==> src/rtl/mem_pkg.sv <==
// Shared defaults and helpers for the memory access front end.
package mem_pkg;

  localparam int unsigned MemWidth  = 12;
  localparam int unsigned AddrWidth = 12;
  localparam int unsigned PortCount = 2;

  // Bits needed to hold an index in 0..n-1; never less than one bit.
  function automatic int unsigned clog2(input int unsigned n);
    int unsigned r;
    r = 0;
    for (int unsigned i = 0; i < 32; i++) begin
      if ((32'd1 << i) < n) r = i + 1;
    end
    return (r == 0) ? 1 : r;
  endfunction

endpackage

==> src/rtl/rr_grant_select.sv <==
// Rotating-priority picker: starting at the pointer, takes up to port_count
// valid requests, skipping any that would hit an already-picked address
// where either side writes. Purely combinational.
module rr_grant_select #(
  parameter int unsigned req_count  = 4,
  parameter int unsigned port_count = 2,
  parameter int unsigned addr_width = 12,
  parameter int unsigned id_width   = 2
) (
  input  logic                             enable_i,
  input  logic [req_count-1:0]             req_valid_i,
  input  logic [req_count-1:0]             req_write_i,
  input  logic [req_count*addr_width-1:0]  req_addr_i,
  input  logic [id_width-1:0]              rr_ptr_i,
  output logic [req_count-1:0]             req_ready_o,
  output logic [port_count-1:0]            port_valid_o,
  output logic [port_count*id_width-1:0]   port_idx_o,
  output logic [id_width-1:0]              next_ptr_o
);

  logic [addr_width-1:0] sel_addr  [port_count];
  logic                  sel_write [port_count];
  logic [addr_width-1:0] cand_addr;
  logic                  hazard;
  int unsigned           idx;
  int unsigned           n_sel;

  // Scan clients in rotated order, filling ports in scan order.
  always_comb begin
    req_ready_o  = '0;
    port_valid_o = '0;
    port_idx_o   = '0;
    next_ptr_o   = rr_ptr_i;
    n_sel        = 0;
    idx          = 0;
    hazard       = 1'b0;
    cand_addr    = '0;
    for (int unsigned p = 0; p < port_count; p++) begin
      sel_addr[p]  = '0;
      sel_write[p] = 1'b0;
    end
    for (int unsigned off = 0; off < req_count; off++) begin
      idx = 32'(rr_ptr_i) + off;
      if (idx >= req_count) idx = idx - req_count;
      cand_addr = req_addr_i[idx*addr_width +: addr_width];
      hazard    = 1'b0;
      for (int unsigned p = 0; p < port_count; p++) begin
        if (p < n_sel && sel_addr[p] == cand_addr && (sel_write[p] || req_write_i[idx])) begin
          hazard = 1'b1;
        end
      end
      if (enable_i && req_valid_i[idx] && !hazard && n_sel < port_count) begin
        req_ready_o[idx] = 1'b1;
        for (int unsigned p = 0; p < port_count; p++) begin
          if (p == n_sel) begin
            port_valid_o[p]                       = 1'b1;
            port_idx_o[p*id_width +: id_width]    = id_width'(idx);
            sel_addr[p]                           = cand_addr;
            sel_write[p]                          = req_write_i[idx];
          end
        end
        next_ptr_o = (idx + 1 == req_count) ? '0 : id_width'(idx + 1);
        n_sel      = n_sel + 1;
      end
    end
  end

endmodule

==> src/rtl/mem_access_arbiter.sv <==
// Request scheduler in front of the multiport RAM: grants clients onto RAM
// ports, drives the packed RAM buses and routes registered read data back.
module mem_access_arbiter
  import mem_pkg::*;
#(
  parameter int unsigned req_count  = 4,
  parameter int unsigned port_count = PortCount,
  parameter int unsigned mem_width  = MemWidth,
  parameter int unsigned addr_width = AddrWidth
) (
  input  logic                             clk,
  input  logic                             reset_n,
  input  logic [req_count-1:0]             req_valid,
  output logic [req_count-1:0]             req_ready,
  input  logic [req_count-1:0]             req_write,
  input  logic [req_count*addr_width-1:0]  req_addr,
  input  logic [req_count*mem_width-1:0]   req_wdata,
  output logic [req_count-1:0]             resp_valid,
  output logic [req_count*mem_width-1:0]   resp_data,
  output logic [port_count*addr_width-1:0] mem_address,
  output logic [port_count*mem_width-1:0]  mem_datain,
  output logic [port_count-1:0]            mem_write,
  input  logic [port_count*mem_width-1:0]  mem_dataout
);

  localparam int unsigned IdWidth = clog2(req_count);

  logic [IdWidth-1:0]            rr_ptr_q, rr_ptr_d;
  logic [port_count-1:0]         tag_valid_q, tag_valid_d;
  logic [port_count*IdWidth-1:0] tag_id_q, tag_id_d;
  logic [req_count*mem_width-1:0] resp_data_q, resp_data_d;

  logic [port_count-1:0]         port_valid;
  logic [port_count*IdWidth-1:0] port_idx;
  logic [IdWidth-1:0]            next_ptr;
  int unsigned                   cid;

  // Grants are suppressed while reset is asserted.
  rr_grant_select #(
    .req_count  (req_count),
    .port_count (port_count),
    .addr_width (addr_width),
    .id_width   (IdWidth)
  ) u_select (
    .enable_i     (reset_n),
    .req_valid_i  (req_valid),
    .req_write_i  (req_write),
    .req_addr_i   (req_addr),
    .rr_ptr_i     (rr_ptr_q),
    .req_ready_o  (req_ready),
    .port_valid_o (port_valid),
    .port_idx_o   (port_idx),
    .next_ptr_o   (next_ptr)
  );

  // Drive RAM ports from the granted clients; idle ports stay all-zero.
  always_comb begin
    mem_address = '0;
    mem_datain  = '0;
    mem_write   = '0;
    cid         = 0;
    for (int unsigned p = 0; p < port_count; p++) begin
      if (port_valid[p]) begin
        cid = 32'(port_idx[p*IdWidth +: IdWidth]);
        mem_address[p*addr_width +: addr_width] = req_addr[cid*addr_width +: addr_width];
        mem_datain[p*mem_width +: mem_width]    = req_wdata[cid*mem_width +: mem_width];
        mem_write[p]                            = req_write[cid];
      end
    end
  end

  // Route last cycle's tags to clients; data slices hold when not responding.
  always_comb begin
    resp_valid = '0;
    resp_data  = resp_data_q;
    for (int unsigned p = 0; p < port_count; p++) begin
      if (tag_valid_q[p]) begin
        for (int unsigned c = 0; c < req_count; c++) begin
          if (tag_id_q[p*IdWidth +: IdWidth] == IdWidth'(c)) begin
            resp_valid[c]                      = 1'b1;
            resp_data[c*mem_width +: mem_width] = mem_dataout[p*mem_width +: mem_width];
          end
        end
      end
    end
  end

  // Next-state for pointer, tags and held response data.
  always_comb begin
    rr_ptr_d    = (|port_valid) ? next_ptr : rr_ptr_q;
    tag_valid_d = port_valid;
    tag_id_d    = port_idx;
    resp_data_d = resp_data;
  end

  // State registers; reset drops any in-flight tags.
  always_ff @(posedge clk or negedge reset_n) begin
    if (!reset_n) begin
      rr_ptr_q    <= '0;
      tag_valid_q <= '0;
      tag_id_q    <= '0;
      resp_data_q <= '0;
    end else begin
      rr_ptr_q    <= rr_ptr_d;
      tag_valid_q <= tag_valid_d;
      tag_id_q    <= tag_id_d;
      resp_data_q <= resp_data_d;
    end
  end

endmodule

==> config.mk <==
export PLATFORM = sky130hd
export DESIGN_NAME = mem_access_arbiter
export DESIGN_NICKNAME = d
export VERILOG_FILES = /design/src/rtl/mem_pkg.sv /design/src/rtl/rr_grant_select.sv /design/src/rtl/mem_access_arbiter.sv
export SDC_FILE = /design/constraint.sdc
export NUM_CORES = 1
export LEC_CHECK = 0
export BUFFER_PORTS_ARGS = -buffer_cell sky130_fd_sc_hd__buf_4
export CORE_AREA = 2 2 222 224
export DETAILED_ROUTE_END_ITERATION = 8
export DIE_AREA = 0 0 224 226
export SLEW_MARGIN = 20
export SYNTH_ARGS = -nofsm -noshare
export SYNTH_HDL_FRONTEND = slang
export SYNTH_SLANG_ARGS = --single-unit
==> constraint.sdc <==
create_clock -name clk -period 10.7 [get_ports clk]
set_clock_uncertainty 0.05 [all_clocks]
set_input_delay 0.535 -clock clk [delete_from_list [all_inputs] [get_ports clk]]
set_output_delay 0.535 -clock clk [all_outputs]
set_load 0.005 [all_outputs]
## Word level (Yosys, flattened, before mapping)

Index checks and enable logic that the tools add are counted.

| word-level totals | value |
|---|---|
| register bits | 56 |
| bits of input ports | 130 |
| output and inout port bits | 106 |
| word-level logic and storage cells | 231 |

| operators by class | value |
|---|---|
| reduce and logical (&&, ||, !) cells | 43 |
| order comparisons | 23 |
| bitwise gates (word level) | 3 |
| add/subtract/negate cells | 13 |
| eq/ne operators | 18 |
| shifts and indexed selects | 8 |
| muxes and demuxes | 113 |
| $mul | 6 |

Operators with widths:

| operator | number |
|---|---|
| $mux W12 | 17 |
| $mux W32 | 6 |
| $shiftx A48 B33 Y12 | 4 |
| $shiftx A48 B7 Y12 | 4 |
| $add A32 B1 Y32 const B | 5 |
| $eq A32 B3 Y1 const B | 4 |
| $ge A32 B1 Y1 const B | 4 |
| $lt A1 B32 Y1 const A | 4 |
| $lt A32 B3 Y1 const B | 4 |
| $mul A32 B2 Y30 const B | 4 |
| $ge A32 B3 Y1 const B | 3 |
| $logic_not A32 Y1 | 3 |
| $mux W48 | 2 |
| $sub A32 B3 Y32 const B | 3 |
| $eq A1 B32 Y1 const A | 2 |
| $lt A32 B2 Y1 const B | 2 |
| $eq A12 B12 Y1 | 5 |
| $mux W24 | 2 |
| $mux W1 | 43 |
| $mux W2 | 20 |
| $mux W4 | 9 |
| $logic_and A1 B1 Y1 | 26 |
| $bmux W1 S2 | 10 |
| $logic_not A12 Y1 | 1 |
| other kinds (20) | 40 |

## Logic depth before layout (Yosys ltp)

| depth | value |
|---|---|
| depth after elaboration | 36 |
| depth in mapped cells | 37 |
| depth with buffers taken out | 23 |

## Hierarchy

A second synthesis with hierarchy kept.

| unflattened totals | value |
|---|---|
| cell total of the unflattened synthesis | 1169 |
| area, all modules | 10276.1 sq um |

By module, submodules not included:

| module | seq. area each (sq um) | area each (sq um) | instances | cells each |
|---|---|---|---|---|
| rr_grant_select | 0.0 | 6200.9 | 1 | 769 |
| mem_access_arbiter | 1401.3 | 4075.2 | 1 | 400 |

## Worst setup path before layout

No wires, ideal clock.

| timing | value |
|---|---|
| path type | reg2out |
| start point | reg rr_ptr_q[0] |
| end point | out mem_datain[20] |
| arrival time | 7.758 ns |
| path slack | 2.357 ns |
| stages on the path, launching flop included | 35 |
| buffers on the path | 13 |
| data required time | 10.115 ns |
| cells stage by stage | dfrtp_1 -> buf_6 -> buf_6 -> inv_2 -> buf_2 -> buf_2 -> clkbuf_1 -> clkbuf_1 -> buf_1 -> ha_1 -> buf_4 -> buf_6 -> buf_6 -> buf_2 -> mux2i_1 -> nand2_1 -> a41oi_1 -> a211oi_1 -> or3b_1 -> nor4_1 -> a21o_1 -> inv_2 -> ha_1 -> nor2b_1 -> nand2_1 -> or3_1 -> or4_1 -> o41a_1 -> nor4_4 -> a211oi_4 -> buf_6 -> buf_6 -> a211oi_1 -> o32ai_1 -> a32o_1 |

| between the ends | value |
|---|---|
| word-level cells in the longest chain between the ends | 36 |
| elaborated cells on any way between the ends | 129 |
| those cells by class | add/sub (9); mul (5); order compare (13); eq/ne (8); shift (5); mux (56); reduce/logical (33) |

RTL lines:

| element | line | RTL |
|---|---|---|
| from (decl) | mem_access_arbiter.sv:28 | `logic [IdWidth-1:0] rr_ptr_q, rr_ptr_d;` |
| from (signal assigned) | mem_access_arbiter.sv:104 | `rr_ptr_q <= rr_ptr_d;` |
| branches (longest 35 deep; another with $sub A32 B3 Y32) | n/a |  |
| $mux W12 (*) | mem_access_arbiter.sv:63 | `if (port_valid[p]) begin` |
| to (decl) | mem_access_arbiter.sv:21 | `output logic [port_count*mem_width-1:0] mem_datain,` |

Mark *: on every way between the ends. The select of a mux whose other input is x is not followed.

## Final worst setup path

| timing | value |
|---|---|
| start point | reg rr_ptr_q[1] |
| end point | out mem_datain[22] |

The elaborated chain is that of the path after synthesis.

==> flow_summary_export.csv <==
group,metric,value,unit
global_route,track_usage,0.2399,
clocking,cts.htree.levels,2,
setup_path,startpoint_type,"register",
sta,hold_violations,0,
route,via_per_inst,6.567,
route,vias,16040,
floorplanning,start_util,0.2771,
clocking,worstSkewPairLatency,0.29,ns
floorplanning,io_pins,236,
sta,rsz0062_at_grt,"no",
route,wl_per_cell,26.10,um
floorplanning,rows,81,
finish,multi_input_area,10740,um2
placed_design,dp_hpwl,45.40,mm
logic_synthesis,post-synth-top-count-cell,"mux2i_1",
logic_synthesis,synth_nets,1897,
clocking,root_buffer,"clkbuf_16",
pwr,p_sw,3.588,mW
route,top_layer_used,"met5",
sta,setup_viol,0,
setup_path,worstSetupPathType,"reg2out",
route,dr_wl_met2,29.38,mm
route,drtIter0Drc,2047,
logic_synthesis,synth_cell_types,94,
sta,report.final.slew_viol_count,0,
sta,fin_crit,9.929,ns
logic_synthesis,syn_area,13400,um2
setup_path,slowest_delay,0.84,ns
logic_synthesis,synth_edf_count,0,
global_route,first_global_vias,15060,
finish,drive_above_1_share,0.2237,
route,drt_pass1_iterations,6,
clocking,ctsResizeCount,0,
clocking,post_cts_buffers,0,
setup_path,r2r_start,"rr_ptr_q[1]$_DFFE_PN0P_",
logic_synthesis,ys_async_sr_fraction,1.000,
logic_synthesis,synth_area_per_cell,7.628,um2
setup_path,endpoint_kind,"output port",
clocking,max-clock-path-buffers,2,
logic_synthesis,syn-instance-count,1756,
finish,nFillCells,5094,
finish,area.growth.synth_to_final,15.71,%
logic_synthesis,seq_area_frac_synth,0.1046,
sta,max_freq,0.1007,GHz
route,remaining_drc_errors,0,
floorplanning,core,48340,um2
global_route,overflow,0,
clocking,cts_tree,"built",
logic_synthesis,ys_seq_elements,56,
pwr,ir_worst_vdd,0.0004168,V
logic_synthesis,yosys_warnings,0,
setup_path,worstPathMaxFanout,54,
pwr,pwr-share-clk,0.033,
clocking,hold_buffers,0,
floorplanning,die_w,224,um
clocking,clk_pin_slew,0.07,ns
placed_design,pre_cts_ws,1.333,ns
sta,slew_headroom,0.2989,
clocking,cts-buffers-inserted,5,
placed_design,gp_congestion,0.9865,
sta,layout_setup_ws,0.7714,ns
floorplanning,die_area,50620,um2
global_route,grt_max_degree,216,
route,ant_nets,0,
setup_path,arrival,9.34,ns
global_route,grt_antenna_before_repair,5,
sta,timing.final.crit_share,0.9279,
logic_synthesis,synth_top_area_frac,0.1457,
setup_path,critPathLaunch,"rr_ptr_q[1]$_DFFE_PN0P_",
setup_path,critPathSlowestCell,"o32ai_1",
pwr,leakagePower,6.095,nW
finish,num-nets-final,1960,
route,wl_met3,6.446,mm
route,routed_wl,63.76,mm
setup_path,worstPathRequired,10.12,ns
finish,seq_area,1405,um2
global_route,grt_pass1_wl,95.57,mm
logic_synthesis,synthTopCellsByArea,"mux2i_1 15%, dfrtp_1 10%, mux4_2 6.9%, o21ai_0 5.1%, nand2_1 4.2%",
status,status,"finished clean",
clocking,cts.sinks,56,
logic_synthesis,synthTopCellsByCount,"195 x mux2i_1, 151 x nand2_1, 136 x clkbuf_1, 136 x o21ai_0, 78 x a21oi_1",
worst_hold_path,hold_path.class,"in2async",
placed_design,port_buffers,235,
pwr,power_density,407.9,nW/um2
logic_synthesis,synth.largest_area_cell,"mux2i_1",
pwr,seqPwrFrac,0.063,
pwr,swShare,0.5675,
job,cap_viol_max_count,0,
sta,finalSetupTns,0,ns
logic_synthesis,synth-main-ff-cell,"dfrtp_1",
route,wl_met1,25.89,mm
floorplanning,die_y,226,um
pwr,intPower,2.734,mW
sta,tightest_slew,1.045,ns
pwr,p_comb_frac,0.905,
power by group through the flow:
stage	combinational [mW]	clock, mW	sequential [mW]
floorplan	3.82	0	0.355
global placement	5.53	0	0.391
detailed placement	5.55	0	0.399
CTS	5.58	0.209	0.395
global route	6.05	0.217	0.405
finish	5.72	0.206	0.395
placed cells by master, fill, tap and decap left out, types with 11 or more instances in the layout:
| cell type | Yosys | routed |
|---|---|---|
| buf_4 | 25 | 282 |
| mux2i_1 | 195 | 195 |
| nand2_1 | 151 | 150 |
| o21ai_0 | 136 | 136 |
| a21oi_1 | 78 | 76 |
| nor2_1 | 72 | 72 |
| o22ai_1 | 68 | 67 |
| a211oi_1 | 65 | 65 |
| o221ai_1 | 56 | 56 |
| dfrtp_1 | 56 | 55 |
| inv_1 | 54 | 54 |
| nand2b_1 | 54 | 53 |
| o32ai_1 | 51 | 51 |
| mux4_2 | 41 | 41 |
| nor3_1 | 34 | 34 |
| mux2_2 | 32 | 32 |
| a221oi_1 | 26 | 26 |
| a31oi_1 | 24 | 24 |
| o311ai_0 | 20 | 20 |
| and3_1 | 19 | 19 |
| nor2b_1 | 17 | 17 |
| nand3_1 | 16 | 16 |
| a32o_1 | 14 | 14 |
| a22oi_1 | 12 | 12 |
| xnor2_1 | 11 | 11 |
| a32oi_1 | 11 | 11 |
critical path: cells and delay by family, from the launching register on:
kind | cells | cell delay, ns
adders and majority gates | 2 | 1.04
DFF | 1 | 0.78
muxes | 1 | 0.26
and+or+nand+nor | 7 | 2.37
AOI/OAI and AO/OA | 11 | 3.00
buffers and inverters | 5 | 1.53
through the flow:
stage / instance area, um2 / util / power (mW) / hold slack, ns / cells
4_1_cts: 15490 / 0.3204 / 6.181 / 0.3092 / 2441
5_1_grt: 15500 / 0.3206 / 6.671 / 0.3447 / 2442
3_3_place_gp: 15300 / 0.3166 / 5.922 / 0.5477 / 2434
3_5_place_dp: 15300 / 0.3166 / 5.954 / 0.5458 / 2434
2_1_floorplan: 13400 / - / 4.172 / 0.1894 / 1756
6_report: 15500 / 0.3206 / 6.322 / 0.2789 / 2443
sequential cells by signal (all words and copies together) (netlist names):
signal       flops
tag_id_q         4
resp_data_q     48
tag_valid_q      2
rr_ptr_q         2
logic make-up after synthesis:
kind of cell    Yosys count  share of synthesized area
fa+ha+maj                11                    0.01027
mux                     269                     0.2432
buf+inv                 288                    0.09985
simple gates            435                     0.1642
xor+xnor                 16                    0.01158
flops                    56                     0.1046
compound gates          681                     0.3662
path summary, 6_finish.rpt:
path                                              to  slack [ns]  cells past startpoint
setup / recovery                      mem_datain[22]        0.77                     26
max in group asynchronous    rr_ptr_q[0]$_DFFE_PN0P_        9.70                      1
hold reg to reg            resp_data_q[10]$_DFF_PN0_        0.57                      2
min in group clk           resp_data_q[10]$_DFF_PN0_        0.47                      3
hold / removal             resp_data_q[46]$_DFF_PN0_        0.28                      1
setup reg to reg             rr_ptr_q[0]$_DFFE_PN0P_        2.12                     23
routing by layer:
| metal | global-route usage | up-vias |
|---|---|---|
| met5 | 0 | - |
| met4 | 0.06882 | 6 |
| met3 | 0.04228 | 142 |
| met2 | 0.3901 | 1017 |
| met1 | 0.3245 | 7842 |
| li1 | - | 7037 |
final cells by class:
type / count / share of cell area
diodes: 2 / 0.0003229
clock buffers: 5 / 0.008072
clock inverters: 2 / 0.003875
inverters: 60 / 0.01453
multi-input cells: 1412 / 0.6932
flip-flops and latches: 56 / 0.09065
well taps: 622 / 0.05021
repair buffers: 284 / 0.1392
(Power assumes the default switching activity.)
